--- src/rtl/hazard3_sba_initiator_if.sv ---
// ---------------------------------------------------------------------------
// hazard3_sba_initiator_if: DMI register port and dbg_sbus transfer bundle.
// Rev 1.0
// ---------------------------------------------------------------------------
`default_nettype none

interface hazard3_sba_initiator_if #(
   parameter int W_ADDR = 32,
   parameter int W_DATA = 32
);
   logic              dmi_sel;
   logic              dmi_write;
   logic [6:0]        dmi_addr;
   logic [31:0]       dmi_wdata;
   logic [31:0]       dmi_rdata;

   logic [W_ADDR-1:0] sbus_addr;
   logic              sbus_write;
   logic [1:0]        sbus_size;
   logic              sbus_vld;
   logic              sbus_rdy;
   logic              sbus_err;
   logic [W_DATA-1:0] sbus_wdata;
   logic [W_DATA-1:0] sbus_rdata;

   // The SBA initiator: serves DMI, drives the system bus request.
   modport slave (
      input  dmi_sel, dmi_write, dmi_addr, dmi_wdata,
      output dmi_rdata,
      output sbus_addr, sbus_write, sbus_size, sbus_vld, sbus_wdata,
      input  sbus_rdy, sbus_err, sbus_rdata
   );

   // The environment: debug transport plus bus arbiter.
   modport master (
      output dmi_sel, dmi_write, dmi_addr, dmi_wdata,
      input  dmi_rdata,
      input  sbus_addr, sbus_write, sbus_size, sbus_vld, sbus_wdata,
      output sbus_rdy, sbus_err, sbus_rdata
   );
endinterface

`default_nettype wire

--- src/rtl/hazard3_sba_initiator.sv ---
// ---------------------------------------------------------------------------
// hazard3_sba_initiator: RISC-V debug System Bus Access (sbcs/sbaddress0/sbdata0).
// Rev 1.0
// ---------------------------------------------------------------------------
`default_nettype none

module hazard3_sba_initiator #(
   parameter int W_ADDR = 32,
   parameter int W_DATA = 32
) (
   input  wire                          clk_always_on,
   input  wire                          rst_n,
   hazard3_sba_initiator_if.slave       sba
);

   localparam logic [6:0] C_ADDR_SBCS  = 7'h38;
   localparam logic [6:0] C_ADDR_SBADR = 7'h39;
   localparam logic [6:0] C_ADDR_SBDAT = 7'h3c;

   typedef enum logic [0:0] {
      S_IDLE = 1'b0,
      S_BUSY = 1'b1
   } state_t;

   state_t              state_q, state_d;
   logic [W_ADDR-1:0]   sbaddress_q, sbaddress_d;
   logic [W_DATA-1:0]   sbdata_q, sbdata_d;
   logic                sbbusyerror_q, sbbusyerror_d;
   logic                sbreadonaddr_q, sbreadonaddr_d;
   logic [2:0]          sbaccess_q, sbaccess_d;
   logic                sbautoinc_q, sbautoinc_d;
   logic                sbreadondata_q, sbreadondata_d;
   logic [2:0]          sberror_q, sberror_d;

   logic [W_ADDR-1:0]   bus_addr_q, bus_addr_d;
   logic                bus_write_q, bus_write_d;
   logic [1:0]          bus_size_q, bus_size_d;
   logic                bus_vld_q, bus_vld_d;
   logic [W_DATA-1:0]   bus_wdata_q, bus_wdata_d;

   logic                w_sbcs_wr;
   logic                w_addr_wr;
   logic                w_data_wr;
   logic                w_data_rd;
   logic                w_blocked;
   logic [W_ADDR-1:0]   w_wdata_addr;
   logic [31:0]         w_addr_rd;
   logic [31:0]         w_sbcs;
   logic [31:0]         w_rd_shifted;
   logic [31:0]         w_rd_aligned;
   logic                w_req;
   logic                w_req_write;
   logic [W_ADDR-1:0]   w_req_addr;
   logic                w_misaligned;
   logic                w_unused;

   assign w_sbcs_wr = sba.dmi_sel &&  sba.dmi_write && (sba.dmi_addr == C_ADDR_SBCS);
   assign w_addr_wr = sba.dmi_sel &&  sba.dmi_write && (sba.dmi_addr == C_ADDR_SBADR);
   assign w_data_wr = sba.dmi_sel &&  sba.dmi_write && (sba.dmi_addr == C_ADDR_SBDAT);
   assign w_data_rd = sba.dmi_sel && !sba.dmi_write && (sba.dmi_addr == C_ADDR_SBDAT);
   assign w_blocked = (sberror_q != 3'd0) || sbbusyerror_q;

   // sbaddress0 is a 32-bit DMI register regardless of the bus address width.
   generate
      if (W_ADDR > 32) begin : g_addr_wide
         assign w_wdata_addr = {{(W_ADDR-32){1'b0}}, sba.dmi_wdata};
         assign w_addr_rd    = sbaddress_q[31:0];
      end else if (W_ADDR == 32) begin : g_addr_full
         assign w_wdata_addr = sba.dmi_wdata;
         assign w_addr_rd    = sbaddress_q;
      end else begin : g_addr_narrow
         assign w_wdata_addr = sba.dmi_wdata[W_ADDR-1:0];
         assign w_addr_rd    = {{(32-W_ADDR){1'b0}}, sbaddress_q};
      end
   endgenerate

   assign w_sbcs = {3'd1, 6'd0, sbbusyerror_q, (state_q == S_BUSY), sbreadonaddr_q,
                    sbaccess_q, sbautoinc_q, sbreadondata_q, sberror_q,
                    7'(W_ADDR), 2'b00, 3'b111};

   always_comb begin
      sba.dmi_rdata = 32'd0;
      case (sba.dmi_addr)
         C_ADDR_SBCS:  sba.dmi_rdata = w_sbcs;
         C_ADDR_SBADR: sba.dmi_rdata = w_addr_rd;
         C_ADDR_SBDAT: sba.dmi_rdata = sbdata_q;
         default:      sba.dmi_rdata = 32'd0;
      endcase
   end

   function automatic logic [31:0] f_lanes(input logic [1:0] size, input logic [31:0] d);
      case (size)
         2'd0:    return {4{d[7:0]}};
         2'd1:    return {2{d[15:0]}};
         default: return d;
      endcase
   endfunction

   // Narrow reads land on their byte lanes; move them down to bit 0.
   assign w_rd_shifted = sba.sbus_rdata >> {bus_addr_q[1:0], 3'b000};

   always_comb begin
      case (bus_size_q)
         2'd0:    w_rd_aligned = {24'd0, w_rd_shifted[7:0]};
         2'd1:    w_rd_aligned = {16'd0, w_rd_shifted[15:0]};
         default: w_rd_aligned = w_rd_shifted;
      endcase
   end

   always_comb begin
      state_d        = state_q;
      sbaddress_d    = sbaddress_q;
      sbdata_d       = sbdata_q;
      sbbusyerror_d  = sbbusyerror_q;
      sbreadonaddr_d = sbreadonaddr_q;
      sbaccess_d     = sbaccess_q;
      sbautoinc_d    = sbautoinc_q;
      sbreadondata_d = sbreadondata_q;
      sberror_d      = sberror_q;
      bus_addr_d     = bus_addr_q;
      bus_write_d    = bus_write_q;
      bus_size_d     = bus_size_q;
      bus_vld_d      = bus_vld_q;
      bus_wdata_d    = bus_wdata_q;
      w_req          = 1'b0;
      w_req_write    = 1'b0;
      w_req_addr     = sbaddress_q;
      w_misaligned   = 1'b0;

      if (w_sbcs_wr) begin
         sbreadonaddr_d = sba.dmi_wdata[20];
         sbaccess_d     = sba.dmi_wdata[19:17];
         sbautoinc_d    = sba.dmi_wdata[16];
         sbreadondata_d = sba.dmi_wdata[15];
         sberror_d      = sberror_q & ~sba.dmi_wdata[14:12];
         if (sba.dmi_wdata[22]) begin
            sbbusyerror_d = 1'b0;
         end
      end

      if (state_q == S_BUSY) begin
         if (w_addr_wr || w_data_wr || w_data_rd) begin
            sbbusyerror_d = 1'b1;
         end
         if (sba.sbus_rdy) begin
            state_d   = S_IDLE;
            bus_vld_d = 1'b0;
            // Applied after the W1C above so a fresh bus error is never lost.
            if (sba.sbus_err) begin
               sberror_d = 3'd2;
            end else begin
               if (!bus_write_q) begin
                  sbdata_d = w_rd_aligned;
               end
               if (sbautoinc_q) begin
                  sbaddress_d = sbaddress_q + (W_ADDR'(1) << bus_size_q);
               end
            end
         end
      end else begin
         if (w_addr_wr) begin
            sbaddress_d = w_wdata_addr;
            w_req       = sbreadonaddr_q && !w_blocked;
            w_req_addr  = w_wdata_addr;
         end
         if (w_data_wr) begin
            sbdata_d    = sba.dmi_wdata;
            w_req       = !w_blocked;
            w_req_write = 1'b1;
         end
         if (w_data_rd) begin
            w_req = sbreadondata_q && !w_blocked;
         end

         case (sbaccess_q)
            3'd1:    w_misaligned = w_req_addr[0];
            3'd2:    w_misaligned = |w_req_addr[1:0];
            default: w_misaligned = 1'b0;
         endcase

         if (w_req) begin
            if (sbaccess_q > 3'd2) begin
               sberror_d = 3'd4;
            end else if (w_misaligned) begin
               sberror_d = 3'd3;
            end else begin
               state_d     = S_BUSY;
               bus_vld_d   = 1'b1;
               bus_addr_d  = w_req_addr;
               bus_write_d = w_req_write;
               bus_size_d  = sbaccess_q[1:0];
               bus_wdata_d = f_lanes(sbaccess_q[1:0],
                                     w_req_write ? sba.dmi_wdata : sbdata_q);
            end
         end
      end
   end

   always_ff @(posedge clk_always_on or negedge rst_n) begin
      if (!rst_n) begin
         state_q        <= S_IDLE;
         sbaddress_q    <= '0;
         sbdata_q       <= '0;
         sbbusyerror_q  <= 1'b0;
         sbreadonaddr_q <= 1'b0;
         sbaccess_q     <= 3'd2;
         sbautoinc_q    <= 1'b0;
         sbreadondata_q <= 1'b0;
         sberror_q      <= 3'd0;
         bus_addr_q     <= '0;
         bus_write_q    <= 1'b0;
         bus_size_q     <= 2'd0;
         bus_vld_q      <= 1'b0;
         bus_wdata_q    <= '0;
      end else begin
         state_q        <= state_d;
         sbaddress_q    <= sbaddress_d;
         sbdata_q       <= sbdata_d;
         sbbusyerror_q  <= sbbusyerror_d;
         sbreadonaddr_q <= sbreadonaddr_d;
         sbaccess_q     <= sbaccess_d;
         sbautoinc_q    <= sbautoinc_d;
         sbreadondata_q <= sbreadondata_d;
         sberror_q      <= sberror_d;
         bus_addr_q     <= bus_addr_d;
         bus_write_q    <= bus_write_d;
         bus_size_q     <= bus_size_d;
         bus_vld_q      <= bus_vld_d;
         bus_wdata_q    <= bus_wdata_d;
      end
   end

   assign sba.sbus_addr  = bus_addr_q;
   assign sba.sbus_write = bus_write_q;
   assign sba.sbus_size  = bus_size_q;
   assign sba.sbus_vld   = bus_vld_q;
   assign sba.sbus_wdata = bus_wdata_q;

   assign w_unused = ^{sba.dmi_wdata, sbaddress_q};

endmodule

`default_nettype wire
--- src/flat_wrapper.sv ---
// flat-port wrapper written by rule: the top's interface ports become plain ports
module hazard3_sba_initiator_flat 
#(
   parameter int W_ADDR = 32,
   parameter int W_DATA = 32
)
  (clk_always_on, rst_n, sba_dmi_sel, sba_dmi_write, sba_dmi_addr, sba_dmi_wdata, sba_dmi_rdata, sba_sbus_addr, sba_sbus_write, sba_sbus_size, sba_sbus_vld, sba_sbus_wdata, sba_sbus_rdy, sba_sbus_err, sba_sbus_rdata);
  hazard3_sba_initiator_if #(.W_ADDR(W_ADDR), .W_DATA(W_DATA)) sba_i ();
  input  wire clk_always_on;
  input  wire rst_n;
  input wire logic [$bits(sba_i.dmi_sel)-1:0] sba_dmi_sel;
  input wire logic [$bits(sba_i.dmi_write)-1:0] sba_dmi_write;
  input wire logic [$bits(sba_i.dmi_addr)-1:0] sba_dmi_addr;
  input wire logic [$bits(sba_i.dmi_wdata)-1:0] sba_dmi_wdata;
  output wire logic [$bits(sba_i.dmi_rdata)-1:0] sba_dmi_rdata;
  output wire logic [$bits(sba_i.sbus_addr)-1:0] sba_sbus_addr;
  output wire logic [$bits(sba_i.sbus_write)-1:0] sba_sbus_write;
  output wire logic [$bits(sba_i.sbus_size)-1:0] sba_sbus_size;
  output wire logic [$bits(sba_i.sbus_vld)-1:0] sba_sbus_vld;
  output wire logic [$bits(sba_i.sbus_wdata)-1:0] sba_sbus_wdata;
  input wire logic [$bits(sba_i.sbus_rdy)-1:0] sba_sbus_rdy;
  input wire logic [$bits(sba_i.sbus_err)-1:0] sba_sbus_err;
  input wire logic [$bits(sba_i.sbus_rdata)-1:0] sba_sbus_rdata;
  assign sba_i.dmi_sel = sba_dmi_sel;
  assign sba_i.dmi_write = sba_dmi_write;
  assign sba_i.dmi_addr = sba_dmi_addr;
  assign sba_i.dmi_wdata = sba_dmi_wdata;
  assign sba_dmi_rdata = sba_i.dmi_rdata;
  assign sba_sbus_addr = sba_i.sbus_addr;
  assign sba_sbus_write = sba_i.sbus_write;
  assign sba_sbus_size = sba_i.sbus_size;
  assign sba_sbus_vld = sba_i.sbus_vld;
  assign sba_sbus_wdata = sba_i.sbus_wdata;
  assign sba_i.sbus_rdy = sba_sbus_rdy;
  assign sba_i.sbus_err = sba_sbus_err;
  assign sba_i.sbus_rdata = sba_sbus_rdata;
  hazard3_sba_initiator #(.W_ADDR(W_ADDR), .W_DATA(W_DATA)) u_core (.clk_always_on(clk_always_on), .rst_n(rst_n), .sba(sba_i));
endmodule
--- config.mk ---
export PLATFORM = sky130hd
export DESIGN_NAME = hazard3_sba_initiator_flat
export DESIGN_NICKNAME = d
export VERILOG_FILES = /design/src/rtl/hazard3_sba_initiator_if.sv /design/src/rtl/hazard3_sba_initiator.sv /design/src/flat_wrapper.sv
export SDC_FILE = /design/constraint.sdc
export NUM_CORES = 1
export LEC_CHECK = 0
export CORE_MARGIN = 2
export CORE_UTILIZATION = 45
export DETAILED_ROUTE_END_ITERATION = 7
export PLACE_DENSITY = 0.83
export SLEW_MARGIN = 20
export SYNTH_ARGS = -nofsm -noshare
export SYNTH_HDL_FRONTEND = slang
export SYNTH_SLANG_ARGS = --single-unit
export TNS_END_PERCENT = 10
--- constraint.sdc ---
create_clock -name clk_always_on -period 6.3 [get_ports clk_always_on]
set_clock_uncertainty 0.05 [all_clocks]
set_input_delay 0.63 -clock clk_always_on [delete_from_list [all_inputs] [get_ports clk_always_on]]
set_output_delay 0.63 -clock clk_always_on [all_outputs]
set_load 0.1 [all_outputs]
; ---- After elaboration in Yosys (flattened, before gate mapping)
; Cells that the tools add are included.
[classes]
add_sub_neg = 1
n_lt_le_gt_ge = 1
eq_ne = 13
shifts = 2
muxes = 44
bitwise_logic = 5
reduce_logical = 23
[ops]
columns = op, count
row1 = two-way mux 32 bit, 12
row2 = case mux 32 bit (2 select lines), 2
row3 = case mux 32 bit (3 select lines), 1
row4 = adder 32 bit, 1
row5 = << shifter 1 x 2 -> 32 bit (first input constant), 1
row6 = >> shifter 32 x 5 -> 32 bit, 1
row7 = equality test 7 x 6 -> 1 bit (second input constant), 3
row8 = two-way mux 1 bit, 21
row9 = two-way mux 3 bit, 7
row10 = AND reduction 4 bit, 3
row11 = logical AND 1 bit, 8
row12 = inequality test 2 bit (second input constant), 4
row13 = equality test 2 x 1 -> 1 bit (second input constant), 2
row14 = logical NOT 2 bit, 2
row15 = inequality test 2 x 1 -> 1 bit (second input constant), 2
row16 = nonzero test 2 bit, 2
row17 = bitwise AND 3 bit, 1
row18 = equality test 3 x 1 -> 1 bit (second input constant), 1
row19 = equality test 3 x 2 -> 1 bit (second input constant), 1
row20 = > comparator 3 x 2 -> 1 bit (second input constant), 1
row21 = logical OR 1 bit, 3
row22 = NOT 1 bit, 3
row23 = NOT 3 bit, 1
row24 = AND reduction 3 bit, 1
row25 = 4 further kinds, 5
[word_totals]
reg_bits = 143
inputBits = 77
output_inout_bits = 100
word_cells = 103

; ---- Longest topological paths before layout
; Gate-level depths: netlist of run 1.
[depth]
ltp_word = 11
ltp_mapped = 10
depth_no_buf = 10

; ---- Worst setup path after synthesis of run 1
; No wires, ideal clock.
[synth_path]
path_kind = input-to-output
from = input port sba_dmi_addr[2]
to = output port sba_dmi_rdata[12]
arrival_time_ns = 2.905
t_required_ns = 5.620
path_slack_ns = 2.715
path_stages = 6
n_path_buf = 2
cell_sequence = buf_1 -> buf_1 -> mux2i_1 -> nor2_1 -> a21oi_1 -> nor2_1
[synth_between]
elab_chain_len = 2
elab_cells_between_ends = 4
classes_between = 3 x eq/ne / 1 x mux
[synth_lines]
columns = item, line
row1 = "start, declared", flat_wrapper.sv:13  ; input wire logic [$bits(sba_i.dmi_addr)-1:0] sba_dmi_addr;
row2 = equality test 7 x 6 -> 1 bit, hazard3_sba_initiator.sv:83  ; case (sba.dmi_addr)
row3 = case mux 32 bit (3 select lines) *, hazard3_sba_initiator.sv:83
row4 = "end, declared", flat_wrapper.sv:15  ; output wire logic [$bits(sba_i.dmi_rdata)-1:0] sba_dmi_rdata;
; Every way passes the cells marked *; elsewhere a longest branch is shown, timed or not.

; ---- Worst setup path in the final report of run 1
[layout_path]
from = input port sba_dmi_addr[2]
to = output port sba_dmi_rdata[15]
; Same word-level chain as after synthesis.

==> results of run 1 <==
[cell type report]
type,count,area (um2),share of cell area [%]
tap,234,293,2.68
timing repair buffer,191,1860,17.0
clock inverter,12,161,1.48
multi-input combinational,727,4540,41.6
clock buffer,20,437,4.00
inverter,11,41.3,0.378
sequential,143,3580,32.8
[logic make-up after synthesis]
logic type	share of synthesized area (%)
simple gates	19.1
compound gates	17.8
fa+ha+maj	0.829
mux	14.1
buf+inv	4.07
flops	42.3
xor+xnor	1.86
[placed cells by master, fill, tap and decap left out, drive strengths merged, types with 12 or more instances in the layout]
master         netlist  final
a22o                17     17
dfrtp              142    142
o21ai               62     62
xor2                14     14
buf                 30     32
a21oi               71     71
clkbuf              36     20
and3                20     20
nand4               12     12
clkdlybuf4s50        0    159
mux2i               76     76
nand2              152    152
a22oi               24     24
inv                 11     14
nand3               29     29
nor2                92     92
mux2                38     38
a31oi               13     13
[power by group]
part	total [mW]	internal (mW)	leakage (nW)	switching, mW
Sequential	1.21	1.04	1.85	0.162
Combinational	0.892	0.287	2.43	0.605
Clock	1.04	0.627	0.282	0.413
[per-layer routing]
layer	part of all wire [%]	global-route usage (%)	routed length, um	vias to the layer above
li1	-	-	-	3665
met1	41	40.9	12100	3958
met2	46	46.0	13600	522
met3	9.3	5.26	2780	87
met4	4.3	12.4	1270	0
met5	0	0	0	-
[cells in the mapped netlist (3+ instances only)]
cell type / count / area [um2]
buf_1: 4 / 15.0
dfrtp_1: 142 / 3550
a21oi_1: 71 / 355
a22oi_1: 24 / 180
o21ai_0: 41 / 205
a31oi_1: 12 / 75.1
nor2_1: 91 / 342
buf_4: 4 / 30.0
o21ai_1: 20 / 100
xnor2_1: 4 / 35.0
or3_1: 3 / 18.8
a311oi_1: 7 / 61.3
xor2_1: 14 / 123
mux2_2: 35 / 394
a21o_1: 7 / 52.6
nor3_1: 5 / 25.0
and4_1: 4 / 35.0
nand4_1: 11 / 68.8
mux2i_1: 76 / 761
clkbuf_1: 36 / 135
inv_1: 11 / 41.3
nor2b_1: 8 / 50.1
nand3_1: 29 / 145
nand2b_1: 8 / 50.1
buf_2: 20 / 100
o2111ai_1: 3 / 26.3
o211ai_1: 3 / 22.5
ha_1: 4 / 50.1
nand2_1: 151 / 567
and3_1: 20 / 125
and2_1: 6 / 37.5
nand3b_1: 4 / 30.0
mux2_1: 3 / 33.8
a22o_1: 17 / 149
o21a_1: 11 / 82.6
[state kept, by name, indices dropped and copies added (netlist names)]
register	count
u_core.sba.sbus_size	2
u_core.sbaccess_q	3
u_core.state_q	1
u_core.sba.sbus_vld	1
u_core.sbaddress_q	32
u_core.sba.sbus_addr	32
u_core.sba.sbus_write	1
u_core.sbautoinc_q	1
u_core.sbreadonaddr_q	1
u_core.sbbusyerror_q	1
u_core.sbdata_q	32
u_core.sbreadondata_q	1
u_core.sba.sbus_wdata	32
u_core.sberror_q	3
[worst max-delay path by stage]
stage | start | endpoint | slack [ns] | cells past startpoint
final | sba_dmi_addr[2] | sba_dmi_rdata[15] | 1.56 | 5
after global routing | sba_dmi_addr[2] | sba_dmi_rdata[19] | 1.37 | 5
after CTS | sba_dmi_addr[2] | sba_dmi_rdata[19] | 1.62 | 5
after detailed placement | sba_dmi_addr[2] | sba_dmi_rdata[19] | 1.63 | 5
after global placement | sba_dmi_addr[2] | sba_dmi_rdata[21] | 1.78 | 5
after floorplan | sba_dmi_addr[2] | sba_dmi_rdata[12] | 2.71 | 6
[worst max-delay path: cells and delay by family]
family	cells	cell delay, ns
AO/OA/AOI/OAI	1	0.19
buffers and inverters	2	2.09
AND/OR/NAND/NOR	2	1.14
==> impl_results.md, run 1 <==
* Outcome: finished, final reports clean
* Detailed-placement wirelength estimate at 21.6 mm
* CTS root buf: clkbuf_16
* Starting density of the core at 45.5%
* Async set-reset flop share out of synthesis at 100%
* Router iterations before antenna repair at 6
* Number of synthesized flops with an enable pin at 0
* Maximum VDD drop at 0.000233 V
* Measured slew at the worst slew-check pin at 1.14 ns
* LEAKAGE at 4.56 nW
* Setup ws final at 1.56 ns
* CP max-delay cell: clkdlybuf4s50_1
* Final core occ at 58.7%
* Finished Layout Cells at 1338
* CTS clk-pin slew, worst paths at 0.06 ns
* Mapped Avg Cell Area at 8.93 um2
* IO Count at 177
* CP Class: input port to output port
* Antenna-violating nets left at 0
* Max incr delay on CP at 1.16 ns
* Fmax at 211 MHz
* Worst Reg-to-Reg Cells at 10
* CTS tree: done
* Clock sink total at 143
* Global-route wire length before repair at 44.8 mm
* Crit. End Element: output port
* Row cnt at 50
* Area Growth Syn to Fin at 29.1%
* Register bit total from synthesis at 143
* Number of buffers created by CTS at 17
* CP required at 5.62 ns
* Reg-to-Reg End: u_core.sbaddress_q[28]
* Unrepaired setup endpoints after global routing: false
* Finished Cell Area at 0.0109 mm2
* Placed standard-cell area at 0.0103 mm2
* Total number of vias at 8232
* Initial antenna violation count at 0
* R2R Path Start: u_core.sba.sbus_size[1]
* Wire length per cell at 22.2 um
* RePlAce Congestion at 0.938
* Mapped cell area at 0.00846 mm2
* Slew margin rel. at 24.2%
* DRT Wirelength at 29.8 mm
* Hold slack at 0.202 ns
* Power Density at 288 mW/mm2
* Syn_nets at 1029
* Cell count after synthesis at 947
* Crit path max fanout at 23
* Crit start category: input port
* Post-CTS Hold Buffers at 0
* Max-cap violations at 0
* Post-CTS setup buffer count at 0
* N_diodes at 0
* Die width at 141 um
* DRC at 0
* Hold Path Class: input port to async pin
* Filler Cells Inserted at 1590
* Die area at 0.0199 mm2
* Pwr Total at 3.14 mW
* H-tree levels at 4
* Final setup TNS at 0 ns
* Final hold violations at 0
* Placed cells at 1305
* Final Max Slew Viols at 0
* Primary FF master, synth: dfrtp_1
* Core area at 0.0186 mm2
* Remaining Overflow, GRT at 0
* R2r setup slk at 3.05 ns
* Cts repair resizes at 0
* Setup violators final at 0
* Most used cell, CP: clkdlybuf4s50_1
* Longest Clk Path Bufs at 2
* Synth cell types at 69
* Crit path cell chain: clkdlybuf4s50_1, nor2b_1, a21oi_1, nor2_1, clkdlybuf4s50_1
* Via/cell ratio at 6.15
* CP arrival at 4.06 ns
* Layout cell share with drive strength beyond 1 at 10.4%
* # nets final at 1173
* Final Critical Period at 4.74 ns
* DIE HEIGHT at 141 um
* IO buf count at 176
* Largest net degree at the start of global routing at 93
* Sequential area share after synthesis at 42.3%
* Final period utilization at 75.2%
* Worst slack at placement at 1.63 ns
* Clk Latency, worst-skew pair at 0.43 ns
* Vias in the first global route at 7579
* Total global-route track usage at 29.6%
* Initial DRC Count at 1065
* Synth Warn # at 0
No activity file was read; power rests on OpenSTA's default activity.
==> inputs of run 2 (changes only) <==
Clock period 6.3 ns to 4.7 ns, I/O delays scaled along.
==> run 2 against run 1 <==
- critical path depth decreased by 4
- non-clock buffer count grew 4
- setup slack lost 0.096 ns
- global-route usage rose by 0.43 points
- clock power is 50% higher
- cell area rose by 2.4%
- die area unchanged
==> impl_results.md, run 2 (synthesized netlist as in run 1, its figures left out) <==
* Area Growth Syn to Fin at 32.2% (was 29.1%)
* H-tree levels at 4 (unchanged)
* CTS clk-pin slew, worst paths at 0.06 ns (about the same)
* Final Max Slew Viols at 0 (unchanged)
* Commonest non-fill, non-tap cell in the layout: nand2_1 (was clkdlybuf4s50_1)
* Layout cell share with drive strength beyond 1 at 12.5% (was 10.4%)
* Row cnt at 50 (unchanged)
* Wire length per cell at 22.1 um (was 22.2 um)
* Number of buffers created by CTS at 17 (unchanged)
* Setup ws final at 1.46 ns (was 1.56 ns)
* Vias in the first global route at 7940 (was 7579)
* N_diodes at 0 (unchanged)
* Die area at 0.0199 mm2 (unchanged)
* Die width at 141 um (unchanged)
* Post-CTS setup buffer count at 0 (unchanged)
* LEAKAGE at 4.70 nW (was 4.56 nW)
* Fmax at 309 MHz
* Core area at 0.0186 mm2 (unchanged)
* CP Class: flip-flop to output port (was input port to output port)
* Detailed-placement wirelength estimate at 21.4 mm (was 21.6 mm)
* CP Buf/Inv Count at 1 (was 2)
* Outcome: finished, final reports clean (unchanged)
* CP required at 4.18 ns (was 5.62 ns)
* Maximum VDD drop at 0.000252 V (was 0.000233 V)
* Largest net degree at the start of global routing at 105 (was 93)
* Final period utilization at 68.8%
* CP arrival at 2.72 ns (was 4.06 ns)
* RePlAce Congestion at 0.984 (was 0.938)
* CP top delay family: buffers and inverters (unchanged)
* Global-route wire length before repair at 45.5 mm (was 44.8 mm)
* Antenna-violating nets left at 0 (unchanged)
* Most frequent cells in the layout: nand2_1, clkdlybuf4s50_1, dfrtp_1, nor2_1, mux2i_1 (was clkdlybuf4s50_1, nand2_1, dfrtp_1, nor2_1, mux2i_1)
* Power Density at 390 mW/mm2 (was 288 mW/mm2)
* CP max-delay cell: clkdlybuf4s50_1 (unchanged)
* Slew margin rel. at 31.9% (was 24.2%)
* Initial antenna violation count at 0 (unchanged)
* Via/cell ratio at 6.11 (was 6.15)
* Crit path max fanout at 29 (was 23)
* CTS root buf: clkbuf_16 (unchanged)
* Remaining Overflow, GRT at 0 (unchanged)
* Max incr delay on CP at 1.30 ns (was 1.16 ns)
* Finished Layout Cells at 1342 (was 1338)
* CTS tree: done (unchanged)
* Hold slack at 0.129 ns (was 0.202 ns)
* Final setup TNS at 0 ns (unchanged)
* Measured slew at the worst slew-check pin at 1.02 ns (was 1.14 ns)
* Starting density of the core at 45.5% (unchanged)
* Post-CTS Hold Buffers at 0 (unchanged)
* Crit start category: flip-flop (was input port)
* Final Critical Period at 3.24 ns
* Setup violators final at 0 (unchanged)
* Max-cap violations at 0 (unchanged)
* IO Count at 177 (unchanged)
* Cts repair resizes at 0 (unchanged)
* DRC at 0 (unchanged)
* Total number of vias at 8194 (was 8232)
* Crit. End Element: output port (unchanged)
* IO buf count at 176 (unchanged)
* Initial DRC Count at 968 (was 1065)
* Hold Path Class: input port to async pin (unchanged)
* Longest Clk Path Bufs at 2 (unchanged)
* DIE HEIGHT at 141 um (unchanged)
* Final hold violations at 0 (unchanged)
* Unrepaired setup endpoints after global routing: false (unchanged)
* Placed cells at 1310 (was 1305)
* Crit path cell chain: clkdlybuf4s50_1 (was clkdlybuf4s50_1, nor2b_1, a21oi_1, nor2_1, clkdlybuf4s50_1)
* Total global-route track usage at 30.0% (was 29.6%)
* Clock sink total at 143 (unchanged)
* Clk Latency, worst-skew pair at 0.43 ns (about the same)
* Worst slack at placement at 1.15 ns (was 1.63 ns)
* Router iterations before antenna repair at 6 (unchanged)
* # nets final at 1177 (was 1173)
* DRT Wirelength at 29.7 mm (was 29.8 mm)
[run 2: metrics by stage]
stage	area (um2)	utilization, %	total power [mW]
after floorplan	8460	-	2.36
after global placement	10500	56.5	2.78
after detailed placement	10500	56.5	2.79
after CTS	11200	60.1	4.34
after global routing	11200	60.1	4.50
final	11200	60.1	4.36
[run 2: cell type report]
class | count | area [um2]
repair buffers | 195 | 2040
fillers | 1563 | 7400
multi-input cells | 727 | 4540
inverters | 11 | 41.3
flip-flops and latches | 143 | 3580
clock inverters | 14 | 239
clock buffers | 18 | 439
well taps | 234 | 293
[run 2: worst paths after layout]
| path | startpoint | endpoint | slack (ns) | depth (start not counted) |
|---|---|---|---|---|
| setup / recovery | u_core.sba.sbus_addr[1] | sba_sbus_addr[1] | 1.46 | 1 |
| hold / removal | rst_n | u_core.sba.sbus_wdata[0] | 0.13 | 1 |
| setup reg to reg | u_core.sba.sbus_size[1] | u_core.sbaddress_q[26] | 1.58 | 10 |
| hold reg to reg | u_core.sba.sbus_wdata[4] | u_core.sba.sbus_wdata[4] | 0.42 | 2 |
| max in group asynchronous | rst_n | u_core.sbaddress_q[4] | 3.33 | 2 |
| min in group clk_always_on | u_core.sba.sbus_wdata[4] | u_core.sba.sbus_wdata[4] | 0.42 | 2 |
[run 2: report_power, final]
group	internal [mW]	leakage, nW	switching [mW]
sequential	1.40	1.85	0.209
combinational	0.389	2.53	0.805
clock	1.01	0.322	0.548
total	2.80	4.70	1.56
[run 2: per-layer routing]
metal / GRT usage, % / share of wire [%] / vias to the layer above
met5: 0 / 0 / -
met3: 7.30 / 10 / 109
met2: 45.6 / 45 / 548
met1: 40.2 / 40 / 3876
li1: - / - / 3661
met4: 14.8 / 4.9 / 0
